==> config.mk <==
export PLATFORM = sky130hd
export DESIGN_NAME = avr_boot_ctrl
export DESIGN_NICKNAME = d
export VERILOG_FILES = /design/src/rtl/avr_boot_pkg.sv /design/src/rtl/avr_boot_ctrl.sv
export SDC_FILE = /design/constraint.sdc
export NUM_CORES = 1
export LEC_CHECK = 0
export ABC_AREA = 1
export BUFFER_PORTS_ARGS = -buffer_cell sky130_fd_sc_hd__buf_2
export CAP_MARGIN = 20
export CORE_UTILIZATION = 25
export CTS_CLUSTER_DIAMETER = 60
export DETAILED_ROUTE_END_ITERATION = 10
export HOLD_SLACK_MARGIN = 0.1
export PLACE_DENSITY_LB_ADDON = 0.05
export SYNTH_ARGS = -nofsm -noshare
export SYNTH_HDL_FRONTEND = slang
export SYNTH_SLANG_ARGS = --single-unit
==> constraint.sdc <==
create_clock -name clk -period 1.4 [get_ports clk]
set_input_delay 0.42 -clock clk [delete_from_list [all_inputs] [get_ports clk]]
set_output_delay 0.42 -clock clk [all_outputs]
set_load 0.03 [all_outputs]
==> src/rtl/avr_boot_pkg.sv <==
// Shared definitions for the AVR serial boot loader: state encoding, frame
// header byte and the default idle timeout.
package avr_boot_pkg;

  typedef enum logic [2:0] {
    ST_WAIT  = 3'd0,
    ST_LEN_H = 3'd1,
    ST_LEN_L = 3'd2,
    ST_D_LO  = 3'd3,
    ST_D_HI  = 3'd4,
    ST_CSUM  = 3'd5,
    ST_RUN   = 3'd6
  } boot_state_e;

  localparam logic [7:0] HDR_BYTE        = 8'hA5;
  localparam int         DEFAULT_TIMEOUT = 1000;

endpackage

==> src/rtl/avr_boot_ctrl.sv <==
// Boot controller: holds the AVR core in reset, loads a framed program image
// into program memory from a byte stream, then releases the core.
module avr_boot_ctrl
  import avr_boot_pkg::*;
#(
  parameter int ADDR_W  = 12,
  parameter int TIMEOUT = DEFAULT_TIMEOUT
) (
  input  logic              clk,
  input  logic              reset,
  input  logic [7:0]        rx_data,
  input  logic              rx_valid,
  output logic              rx_ready,
  input  logic              reload,
  output logic              cpu_reset,
  output logic              pm_we,
  output logic [ADDR_W-1:0] pm_addr,
  output logic [15:0]       pm_wdata,
  output logic              loading,
  output logic              err
);

  localparam int                TW       = $clog2(TIMEOUT + 1);
  localparam logic [TW-1:0]     TMO_LAST = TW'(TIMEOUT - 1);
  localparam logic [TW-1:0]     TMO_ONE  = TW'(1);
  localparam logic [ADDR_W-1:0] ADDR_ONE = ADDR_W'(1);

  boot_state_e       state_r, state_nxt_s;
  logic [TW-1:0]     tmo_cnt_r;
  logic [7:0]        len_hi_r;
  logic [15:0]       words_left_r;
  logic [7:0]        lo_r;
  logic [7:0]        sum_r;
  logic [ADDR_W-1:0] addr_cnt_r;
  logic              cpu_reset_r, pm_we_r, err_r;
  logic [ADDR_W-1:0] pm_addr_r;
  logic [15:0]       pm_wdata_r;
  logic              take_s, hdr_s, wr_s, data_s, csum_bad_s;

  // rx_ready depends on state only so the source never sees a valid->ready loop.
  assign rx_ready  = (state_r != ST_RUN);
  assign loading   = (state_r != ST_RUN);
  assign cpu_reset = cpu_reset_r;
  assign pm_we     = pm_we_r;
  assign pm_addr   = pm_addr_r;
  assign pm_wdata  = pm_wdata_r;
  assign err       = err_r;

  // Next-state decode and per-byte event strobes.
  always_comb begin
    state_nxt_s = state_r;
    take_s      = rx_valid && rx_ready;
    hdr_s       = 1'b0;
    wr_s        = 1'b0;
    data_s      = 1'b0;
    csum_bad_s  = 1'b0;
    case (state_r)
      ST_WAIT: begin
        if (take_s && (rx_data == HDR_BYTE)) begin
          state_nxt_s = ST_LEN_H;
          hdr_s       = 1'b1;
        end else if (tmo_cnt_r == TMO_LAST) begin
          state_nxt_s = ST_RUN;
        end else begin
          state_nxt_s = ST_WAIT;
        end
      end
      ST_LEN_H: begin
        if (take_s) state_nxt_s = ST_LEN_L;
        else        state_nxt_s = ST_LEN_H;
      end
      ST_LEN_L: begin
        if (take_s && ({len_hi_r, rx_data} == 16'd0)) state_nxt_s = ST_CSUM;
        else if (take_s)                              state_nxt_s = ST_D_LO;
        else                                          state_nxt_s = ST_LEN_L;
      end
      ST_D_LO: begin
        data_s = take_s;
        if (take_s) state_nxt_s = ST_D_HI;
        else        state_nxt_s = ST_D_LO;
      end
      ST_D_HI: begin
        data_s = take_s;
        wr_s   = take_s;
        if (take_s && (words_left_r == 16'd1)) state_nxt_s = ST_CSUM;
        else if (take_s)                       state_nxt_s = ST_D_LO;
        else                                   state_nxt_s = ST_D_HI;
      end
      ST_CSUM: begin
        if (take_s && (rx_data == sum_r)) begin
          state_nxt_s = ST_RUN;
        end else if (take_s) begin
          state_nxt_s = ST_WAIT;
          csum_bad_s  = 1'b1;
        end else begin
          state_nxt_s = ST_CSUM;
        end
      end
      ST_RUN: begin
        if (reload) state_nxt_s = ST_WAIT;
        else        state_nxt_s = ST_RUN;
      end
      default: state_nxt_s = ST_WAIT;
    endcase
  end

  // State, counters, checksum and registered program-memory/control outputs.
  always_ff @(posedge clk or negedge reset) begin
    if (!reset) begin
      state_r      <= ST_WAIT;
      tmo_cnt_r    <= '0;
      len_hi_r     <= 8'd0;
      words_left_r <= 16'd0;
      lo_r         <= 8'd0;
      sum_r        <= 8'd0;
      addr_cnt_r   <= '0;
      cpu_reset_r  <= 1'b1;
      pm_we_r      <= 1'b0;
      pm_addr_r    <= '0;
      pm_wdata_r   <= 16'd0;
      err_r        <= 1'b0;
    end else begin
      state_r     <= state_nxt_s;
      cpu_reset_r <= (state_nxt_s != ST_RUN);
      pm_we_r     <= wr_s;
      // Counter runs only while WAIT persists; any entry into WAIT restarts it.
      if ((state_r == ST_WAIT) && (state_nxt_s == ST_WAIT)) tmo_cnt_r <= tmo_cnt_r + TMO_ONE;
      else                                                  tmo_cnt_r <= '0;
      if (state_r == ST_LEN_H && take_s) len_hi_r <= rx_data;
      else                               len_hi_r <= len_hi_r;
      if (state_r == ST_LEN_L && take_s) words_left_r <= {len_hi_r, rx_data};
      else if (wr_s)                     words_left_r <= words_left_r - 16'd1;
      else                               words_left_r <= words_left_r;
      if (state_r == ST_D_LO && take_s) lo_r <= rx_data;
      else                              lo_r <= lo_r;
      if (hdr_s)       sum_r <= 8'd0;
      else if (data_s) sum_r <= sum_r + rx_data;
      else             sum_r <= sum_r;
      if (hdr_s)     addr_cnt_r <= '0;
      else if (wr_s) addr_cnt_r <= addr_cnt_r + ADDR_ONE;
      else           addr_cnt_r <= addr_cnt_r;
      if (wr_s) begin
        pm_addr_r  <= addr_cnt_r;
        pm_wdata_r <= {rx_data, lo_r};
      end else begin
        pm_addr_r  <= pm_addr_r;
        pm_wdata_r <= pm_wdata_r;
      end
      if (hdr_s)           err_r <= 1'b0;
      else if (csum_bad_s) err_r <= 1'b1;
      else                 err_r <= err_r;
    end
  end

endmodule

== Yosys cells after proc, flatten, opt, wreduce, memory -nomap -nowiden ==
Index checks and enable logic that the tools add are counted.
Word-level totals
  bits of input ports: 12
  bits in registers: 96
  logic and storage cells: 73
  output and inout port bits: 33
Cells by class
  $add $sub $neg: 4
  equality and inequality tests: 12
  reductions and logical operators: 17
  muxes and demuxes: 28
Operators by type and width (count)
  16-bit 2-to-1 mux: 2
  3-bit 2-to-1 mux: 9
  12-bit 2-to-1 mux: 2
  3-bit case mux with 7 select lines: 1
  16-bit by 1-bit == test with 1-bit output (second input constant): 1
  16-bit zero test: 1
  8-bit 2-to-1 mux: 2
  16-bit by 1-bit subtractor with 16-bit output (second input constant): 1
  12-bit by 1-bit adder with 12-bit output (second input constant): 1
  10-bit by 1-bit adder with 10-bit output (second input constant): 1
  10-bit == test (second input constant): 1
  1-bit 2-to-1 mux: 10
  10-bit 2-to-1 mux: 1
  3-bit == test (second input constant): 3
  1-bit logical AND: 9
  8-bit adder: 1
  8-bit == test: 1
  8-bit == test (second input constant): 1
  2-bit nonzero test: 4
  3-bit by 2-bit == test with 1-bit output (second input constant): 2
  3-bit zero test: 2
  3-bit != test (second input constant): 2
  3-bit by 1-bit == test with 1-bit output (second input constant): 1
  2-bit 2-to-1 mux: 1
  2-bit OR reduction: 1

== Longest topological paths before layout ==
Gate-level depths: netlist (run 1).
  depth in word-level cells: 8
  gate-level depth with buffers: 10
  mapped depth without buffers: 10

== Worst setup path after synthesis (run 1) ==
Ideal clock, no wire load.
  kind: input-to-reg
  start: input rx_data[0]
  end: register sum_r[4]
  arrival time: 1524 ps
  stages on the path: 6
  path slack: -200 ps
  data required time: 1324 ps
  path buffers: 0
  library setup time: 76 ps
  cell sequence: ha_1 -> fa_1 -> a21oi_1 -> o21ai_0 -> xor2_1 -> o21ai_1
Between the ends
  longest elaborated chain between the ends: 5
  elaborated cells between the ends (all ways): 8
  classes of those cells: 1 x add/sub; 1 x eq/ne; 4 x mux; 2 x reduce/logical
RTL lines
  from (decl): line avr_boot_ctrl.sv:11  | input logic [7:0] rx_data,
  branches (longest 5 deep; another with 8-bit adder)
  to (signal assigned): line avr_boot_ctrl.sv:137  | else if (data_s) sum_r <= sum_r + rx_data;
  to (signal assigned): line avr_boot_ctrl.sv:138  | else sum_r <= sum_r;
  to (decl): line avr_boot_ctrl.sv:33  | logic [7:0] sum_r;
Parallel ways; which one is timed is not known. The select of a mux whose other input is x is not followed.
A chain may end at the register's enable or synchronous reset.

== Final worst setup path (run 1) ==
  start: register state_r[0]
  end: output rx_ready
Between the ends
  longest elaborated chain between the ends: 1
RTL lines
  from (decl): line avr_boot_ctrl.sv:28  | boot_state_e state_r, state_nxt_s;
  from (signal assigned): line avr_boot_ctrl.sv:123  | state_r <= state_nxt_s;
  3-bit != test: line avr_boot_ctrl.sv:41  | assign rx_ready = (state_r != ST_RUN);
  to (decl): line avr_boot_ctrl.sv:13  | output logic rx_ready,
No other way between the ends.

==> results.toml, run 1 <==
[status]
failed_checks = "setup timing"
status = "finished, violations left"

[floorplanning]
rows = 51
chipWidth_um = 144
initial_core_util = 0.256
die_h_um = 144
die_area_um2 = 20600
ios = 45
core_um2 = 19600

[sta]
grt_setup_unrepaired = "true"
drv_slew = 0
slew_headroom = 0.768
min_period_ps = 1610
worst_pin_slew_ps = 348
tns_ps = -6170
skew_ps = 9.55
hold_viol_final = 0
worst_slack_ps = -211
period_share = 1.15
finalSetupViolCount = 62
max_freq_mhz = 621

[worst_setup_path]
worstPathArrival_ps = 1190
path_buf_inv = 3
worstPathMaxFanout = 4
cpPeakStageDelay_ps = 430
criticalPathCategory = "flip-flop to output port"
crit_family = "flip-flops"
cp_common_cell = "buf_6"
crit_chain = "inv_2 > nand3_4 > buf_6 > buf_6"
endpoint_kind = "output port"
cp-start-kind = "flip-flop"
worstPathRequired_ps = 980
crit_slowest_cell = "dfrtp_2"

[pwr]
power_density_nw_per_um2 = 1910
leakagePower_uw = 0.00378
power_uw = 14500
peakVddDrop_mv = 0.679

[clocking]
cts_root_buf = "clkbuf_16"
htreeDepth = 3
cts_tree = "yes"
cts_sinks = 96
clock_latency_ps = 360
clockBufferDepth = 2
clkTransAtPathRegs_ps = 80
cts_buffers = 9

[drt]
viasPerCell = 4.37
ant_nets = 0
num_vias = 4745
drt-initial-drc-count = 196
wl_um = 15400
dr.pass1.iters = 4
drt_drc_violations_left = 0
drt-wirelength-per-cell_um = 14.2

[synth]
yosysUniqueCellTypes = 38
synth_top_family_by_area = "simple AND/OR/NAND/NOR gates"
synth_compound_area_frac = 0.0961
syn_inst = 635
syn-cell-area_um2 = 5010
synth_top_area_frac = 0.474
synth_area_per_cell_um2 = 7.90
synth.area.mux_share = 0
synthAdderAreaFrac = 0.0314
yosys.area_share.xor_xnor = 0.0332
synth_edf_count = 0
seq_area_frac_synth = 0.479
synth_fp_nets = 659
synth.area.top_cells = "dfrtp_1, nand2_1, nor2_1"
ys_ff_latch = 96
synth_top_area_cell = "dfrtp_1"
yosys_warnings = 0
synth_ff_type = "dfrtp_1"
yosys.area_share.simple = 0.291
async_reset_ff_frac = 1.00

[placed_design]
io_buffers = 44
hpwl_um = 11200
place_congestion = 0.822

[layout]
final_cell_mix = "nand2_1, buf_4, dfrtp_1, nor2_1, inv_1"
antenna_cells = 0
nNetsFinal = 840
postLayoutCoreUtil = 0.389
drive_gt1_frac = 0.395
layout_commonest_cell = "nand2_1"
area_delta_synth_final_pct = 51.9
n_fill_cell = 2071

[grt]
grt_pass1_wl_um = 24700
grt_pass1_vias = 4664
overflow = 0
grt_max_degree = 35
grt_usage = 0.159
grt_antenna_before_repair = 0

[min_path]
hold_path_class = "flip-flop to flip-flop"

[job]
cap_viol_max_count = 0
[flip-flops by register name, summed over array words and instances, names as in the netlist]
name and cells:
sum_r 8, cpu_reset 1, len_hi_r 8, tmo_cnt_r 10
addr_cnt_r 12, state_r 3, pm_addr 12, err 1
words_left_r 16, pm_we 1, pm_wdata 16, lo_r 8
[through the flow]
stage | setup slack (ps) | hold slack [ps] | cells | instance area (um^2)
after floorplan | -73.7 | 124 | 635 | 5120
after global placement | -343 | 362 | 1046 | 6540
after detailed placement | -355 | 362 | 1046 | 6540
after CTS | -227 | 480 | 1079 | 7170
after global routing | -275 | 503 | 1086 | 7610
final | -211 | 473 | 1086 | 7610
[synth_stat cells (7+ instances only)]
cell	number
a21oi_1	14
nor3_1	14
inv_1	65
nand4_1	16
nand2_1	177
nor2_1	74
clkbuf_1	7
nand3_1	38
o21ai_0	45
xor2_1	14
ha_1	11
dfrtp_1	95
[area by class of cell]
cell class	count	area, um^2	share of cell area
timing repair inverter	1	7.51	0.000986
clock buffer	9	225	0.0296
clock inverter	7	114	0.0150
inverter	71	290	0.0381
multi-input combinational	453	2800	0.368
tap	265	332	0.0435
sequential	96	2410	0.316
timing repair buffer	184	1440	0.189
[tightest hold or removal path, delay by kind of cell (launching register included)]
kind / cells / cell delay (ps)
flops: 1 / 340
simple gates: 2 / 100
[per-layer routing]
layer  up-vias  GRT usage  routed length (um)
li1       2422          -                   -
met1      2247      0.217                7530
met5         -          0                   0
met2        67      0.258                7370
met4         0     0.0403                 134
met3         9     0.0270                 398
[power by group]
part           internal (uW)  total (uW)  switching [uW]  leakage (uW)
Sequential              3740        4410             672       0.00123
Combinational           3290        7280            3990       0.00238
Clock                   1610        2840            1220      0.000165
[worst paths after layout]
path	start	end	slack, ps	cells past startpoint
max in group asynchronous	reset	cpu_reset	390	3
hold / removal	lo_r[4]	pm_wdata[4]	470	2
min in group asynchronous	reset	words_left_r[1]	520	2
hold reg to reg	lo_r[4]	pm_wdata[4]	470	2
setup / recovery	state_r[0]	rx_ready	-210	4
setup reg to reg	sum_r[0]	sum_r[4]	-180	6
[logic make-up (layout without fill, tap and decap cells)]
| logic type | Yosys count | after routing |
|---|---|---|
| buffers and inverters | 87 | 272 |
| adder cells (fa/ha/maj) | 12 | 12 |
| AND/OR/NAND/NOR | 336 | 337 |
| AO/OA/AOI/OAI | 85 | 85 |
| flip-flops | 96 | 96 |
| XOR/XNOR | 19 | 19 |
[timing repair]
action | 4_1_cts | 5_1_grt
hold buffers | 1 | 0
pin swaps | 12 | 32
gates cloned | 2 | 1
buffers inserted | 16 | 8
resized for setup | 52 | 116
endpoints found under the setup margin | 67 | 98
hold endpoints to repair | 16 | 0
Power figures use the tool's default switching activity.
==> inputs of run 2 (changes only) <==
- ABC_AREA: 1 -> unset
==> results.toml, run 2 <==
[clocking]
clock_latency_ps = 350
cts_tree = "yes"
cts_buffers = 9
clockBufferDepth = 2
cts_root_buf = "clkbuf_16"
cts_sinks = 96
htreeDepth = 3
clkTransAtPathRegs_ps = 70

[synth]
ys_ff_latch = 96
syn-cell-area_um2 = 4660
synth_area_per_cell_um2 = 9.76
async_reset_ff_frac = 1.00
yosys_warnings = 0
synth.most_common_cell = "nand2_1"
synth_top_area_frac = 0.510
synth.area.mux_share = 0.0387
synth_ff_type = "dfrtp_1"
seq_area_frac_synth = 0.516
synth.area.top_cells = "dfrtp_1, nand2_1, mux2_2"
synth_fp_nets = 501
synth_edf_count = 0
yosys.area_share.xor_xnor = 0.0508
synthTopCellsByCount = "nand2_1, dfrtp_1, nor2_1"
yosys.area_share.simple = 0.232
synth_top_area_cell = "dfrtp_1"
yosysUniqueCellTypes = 64
synthAdderAreaFrac = 0.0339
synth_compound_area_frac = 0.0989
synth_top_family_by_area = "simple AND/OR/NAND/NOR gates"
syn_inst = 477

[placed_design]
place_area_um2 = 6360
io_buffers = 44
hpwl_um = 10200
place_congestion = 0.776
placed_cells = 856

[min_path]
hold_path_class = "input port to flip-flop"
hold_depth = 3
hp-start = "rx_data[2]"
hold_path_end = "pm_wdata[10]"

[worst_setup_path]
r2r_setup_slack_ps = -530
crit_slowest_cell = "dfrtp_1"
rr_startpoint = "sum_r[1]"
worstPathArrival_ps = 1510
regToRegEndpoint = "sum_r[6]"
cp-start-kind = "flip-flop"
worstPathMaxFanout = 4
criticalPathCategory = "flip-flop to output port"
cp.depth = 5
crit_family = "buffers and inverters"
endpoint_kind = "output port"
worstPathRequired_ps = 980
cp_common_cell = "buf_6"
crit_chain = "buf_6 > and3b_2 > inv_4 > buf_6 > buf_6"
path_buf_inv = 4
cpPeakStageDelay_ps = 410
r2r_cells = 7

[pwr]
power_density_nw_per_um2 = 1880
swShare = 0.371
p_seq_frac = 0.287
combPwrFrac = 0.527
leakagePower_uw = 0.00381
peakVddDrop_mv = 0.836
clock_power_share = 0.187
p_int_uw = 9540
p_sw_uw = 5630

[grt]
grt_pass1_wl_um = 24500
overflow = 0
grt_usage = 0.166
grt_max_degree = 24
grt_pass1_vias = 4525
grt_antenna_before_repair = 0

[layout]
stdcell_area_um2 = 8090
post_layout_nonfiller_instances = 923
n_fill_cell = 1706
nNetsFinal = 713
final_cell_mix = "buf_4, dfrtp_1, nand2_1, buf_6, buf_2"
multi_input_area_um2 = 3050
drive_gt1_frac = 0.578
regArea_um2 = 2410
antenna_cells = 0
layout_commonest_cell = "buf_4"
area_delta_synth_final_pct = 73.7

[drt]
drt_drc_violations_left = 6
drt-initial-drc-count = 219
num_vias = 4294
wl_um = 15200
viasPerCell = 4.65
ant_nets = 0
dr.pass1.iters = 7
drt-wirelength-per-cell_um = 16.5

[floorplanning]
die_h_um = 138
chipWidth_um = 138
rows = 49
die_area_um2 = 19200
ios = 45
core_um2 = 18100
initial_core_util = 0.257

[sta]
min_period_ps = 1930
finalSetupViolCount = 99
hold_viol_final = 0
grt_setup_unrepaired = "true"
worst_slack_ps = -534
max_freq_mhz = 517
worst_pin_slew_ps = 393
skew_ps = 5.83
period_share = 1.38
slew_headroom = 0.738
drv_slew = 0

[status]
status = "finished, violations left"
failed_checks = "DRC, setup timing"

[job]
cap_viol_max_count = 0
## run 2: cell types whose count changed in the layout (fill, tap and decap cells not counted), moves of 7 or more
| cell | change |
|---|---|
| nand4_1 | -10 |
| nor2_1 | -38 |
| inv_1 | -45 |
| o21ai_0 | -30 |
| mux2_2 | +8 |
| nand3_1 | -18 |
| buf_6 | +26 |
| nand2_4 | +9 |
| xnor2_1 | +7 |
| nand2_1 | -79 |
| inv_2 | -11 |
| mux2_4 | +8 |
## run 2: cell type report
type | instances | area share
clock inverter | 5 | 0.0107
inverter | 12 | 0.00681
sequential | 96 | 0.297
tap | 229 | 0.0354
timing repair buffer | 220 | 0.243
clock buffer | 11 | 0.0300
multi-input combinational | 350 | 0.377
## run 2: per-stage QoR
stage / setup TNS [ps] / hold WS [ps] / power, uW / util / setup WS (ps)
finish: -26270 / 358 / 15200 / 0.447 / -534
global route: -32740 / 368 / 16100 / 0.447 / -642
CTS: -27300 / 346 / 14600 / 0.427 / -576
detailed placement: -36620 / 379 / 10300 / 0.351 / -759
global placement: -36090 / 373 / 10200 / 0.351 / -710
floorplan: -12700 / 124 / 7780 / - / -505
## run 2: power by group through the flow
| stage | Clock, uW | Sequential, uW | Combinational, uW |
|---|---|---|---|
| 2_1_floorplan | 0 | 4730 | 3050 |
| 3_3_place_gp | 0 | 4270 | 5940 |
| 3_5_place_dp | 0 | 4270 | 5980 |
| 4_1_cts | 2920 | 4300 | 7390 |
| 5_1_grt | 3050 | 4470 | 8610 |
| 6_report | 2830 | 4350 | 7990 |
## run 2: layer usage
metal / GRT usage / share of wire / wire length, um / vias up
met2: 0.270 / 0.49 / 7410 / 55
met1: 0.221 / 0.48 / 7250 / 2124
li1: - / - / - / 2099
met3: 0.0315 / 0.023 / 343 / 16
met5: 0 / 0 / 0 / -
met4: 0.0532 / 0.013 / 200 / 0
## run 2: worst max-delay path by stage
| stage | startpoint | endpoint |
|---|---|---|
| 2_1_floorplan | rx_data[0] | sum_r[6] |
| 3_3_place_gp | rx_data[0] | sum_r[6] |
| 3_5_place_dp | rx_data[0] | sum_r[6] |
| 4_1_cts | sum_r[0] | sum_r[6] |
| 5_1_grt | sum_r[1] | sum_r[6] |
| 6_report | state_r[0] | loading |
## run 2: cells by family after synthesis
group           Yosys count
mux                      16
flops                    96
simple gates            229
compound gates           64
buf+inv                  33
fa+ha+maj                12
xor+xnor                 27
## run 2: repair_timing
| action | 4_1_cts | 5_1_grt |
|---|---|---|
| pin swaps | 73 | 63 |
| setup buffers | 37 | 25 |
| gates cloned | 7 | 1 |
| gates resized for setup | 143 | 111 |
| hold buffers | 1 | 0 |
| setup endpoints to repair | 98 | 101 |
| hold endpoints to repair | 16 | 0 |
## run 2: tightest hold or removal path: stages
cell and delay (ps):
buf_2 150, nand2_1 70, nand2_1 40
==> inputs of run 3 (changes only) <==
- CORE_ASPECT_RATIO: unset -> 1.1
==> results.toml, run 3 (synthesis results as in run 2) <==
[status]
status = "finished, violations left"
failed_checks = "setup timing"

[clocking]
htreeDepth = 3
clockBufferDepth = 2
clock_latency_ps = 350
cts_tree = "yes"
cts_sinks = 96
clkTransAtPathRegs_ps = 70
cts_root_buf = "clkbuf_16"
cts_buffers = 9

[worst_setup_path]
worstPathArrival_ps = 1530
crit_slowest_cell = "dfrtp_1"
cpPeakStageDelay_ps = 420
worstPathMaxFanout = 2
worstSetupStartpoint = "state_r[0]"
crit_chain = "buf_6 > and3b_2 > buf_6 > inv_4 > buf_6 > buf_6"
criticalPathCategory = "flip-flop to output port"
crit_family = "buffers and inverters"
path_buf_inv = 5
cp-start-kind = "flip-flop"
worstPathRequired_ps = 980
cp_common_cell = "buf_6"
rr_startpoint = "words_left_r[10]"
endpoint_kind = "output port"

[sta]
max_freq_mhz = 513
min_period_ps = 1950
slew_headroom = 0.746
period_share = 1.39
grt_setup_unrepaired = "true"
worst_slack_ps = -550
finalSetupViolCount = 99
worst_pin_slew_ps = 378
drv_slew = 0
hold_viol_final = 0
skew_ps = 3.58

[grt]
grt_pass1_vias = 4644
overflow = 0
grt_antenna_before_repair = 0
grt_pass1_wl_um = 24300
grt_max_degree = 59
grt_usage = 0.163

[job]
cap_viol_max_count = 0

[drt]
viasPerCell = 4.55
ant_nets = 0
drt-initial-drc-count = 133
drt-wirelength-per-cell_um = 15.7
drt_drc_violations_left = 0
num_vias = 4278
dr.pass1.iters = 4
wl_um = 14700

[layout]
nNetsFinal = 722
area_delta_synth_final_pct = 76.1
antenna_cells = 0
postLayoutCoreUtil = 0.456
layout_commonest_cell = "buf_4"
post_layout_nonfiller_instances = 940
drive_gt1_frac = 0.593
final_cell_mix = "buf_4, dfrtp_1, nand2_1, buf_6, nand2_2"

[pwr]
power_density_nw_per_um2 = 1860
peakVddDrop_mv = 0.743
power_uw = 15300
leakagePower_uw = 0.00389

[floorplanning]
die_area_um2 = 19200
die_h_um = 145
rows = 51
ios = 45
initial_core_util = 0.259
core_um2 = 18000
chipWidth_um = 132

[placed_design]
place_congestion = 0.779
io_buffers = 44
hpwl_um = 9680
placed_cells = 867

[min_path]
hold_path_class = "input port to flip-flop"
hp-start = "rx_data[3]"
[run 3: changes by cell type in the layout (fill, tap and decap cells not counted), moves of 3 or more]
cell,before,now
nand2_1,73,70
buf_4,119,126
nand2_2,23,36
buf_6,45,42
mux2_4,8,16
nand2_4,20,12
mux2_2,8,0
[run 3: final cells by class]
type / instances / area (um^2)
fill: 1745 / 9790
sequential: 96 / 2400
tap: 238 / 298
inverter: 12 / 55.1
clock buffer: 10 / 239
timing repair buffer: 230 / 2120
multi-input combinational: 349 / 3000
clock inverter: 5 / 81.3
[run 3: what timing repair did]
item / in CTS / in global routing
setup buffers: 45 / 18
hold buffers: 1 / 0
endpoints found under the hold margin: 43 / 0
resized for setup: 168 / 87
pin swaps: 95 / 52
endpoints found under the setup margin: 99 / 99
cloned: 9 / 1
[run 3: worst paths after layout]
path / endpoint / slack, ps / depth (start not counted)
hold / removal: pm_wdata[11] / 400 / 4
setup reg to reg: words_left_r[13] / -520 / 5
max in group asynchronous: cpu_reset / 430 / 3
hold reg to reg: pm_wdata[3] / 470 / 2
min in group asynchronous: pm_wdata[12] / 600 / 3
setup / recovery: loading / -550 / 6
[run 3: power by group]
group / internal, uW / total, uW / switching (uW)
registers: 3680 / 4330 / 652
logic: 4450 / 8210 / 3760
clock network: 1610 / 2710 / 1100
[run 3: per-layer routing]
metal / global-route usage / part of all wire / routed length (um) / up-vias
li1: - / - / - / 2117
met1: 0.210 / 0.45 / 6650 / 2089
met2: 0.279 / 0.51 / 7520 / 57
met3: 0.0178 / 0.022 / 329 / 15
met4: 0.0599 / 0.015 / 215 / 0
met5: 0 / 0 / 0 / -
[run 3: worst min-delay path, cell delays in order]
cell	delay [ps]
buf_6	100
buf_4	120
nand2_4	40
nand2_2	40
[run 3: metrics by stage]
step                      setup slack (ps)  hold WS (ps)  TNS, ps  cell area (um^2)
after global routing                  -627           411   -36220              8200
after global placement                -757           427   -38070              6360
after floorplan                       -505           124   -12700              4970
after detailed placement              -802           423   -38180              6360
final                                 -550           404   -30210              8200
after CTS                             -545           393   -26710              7910
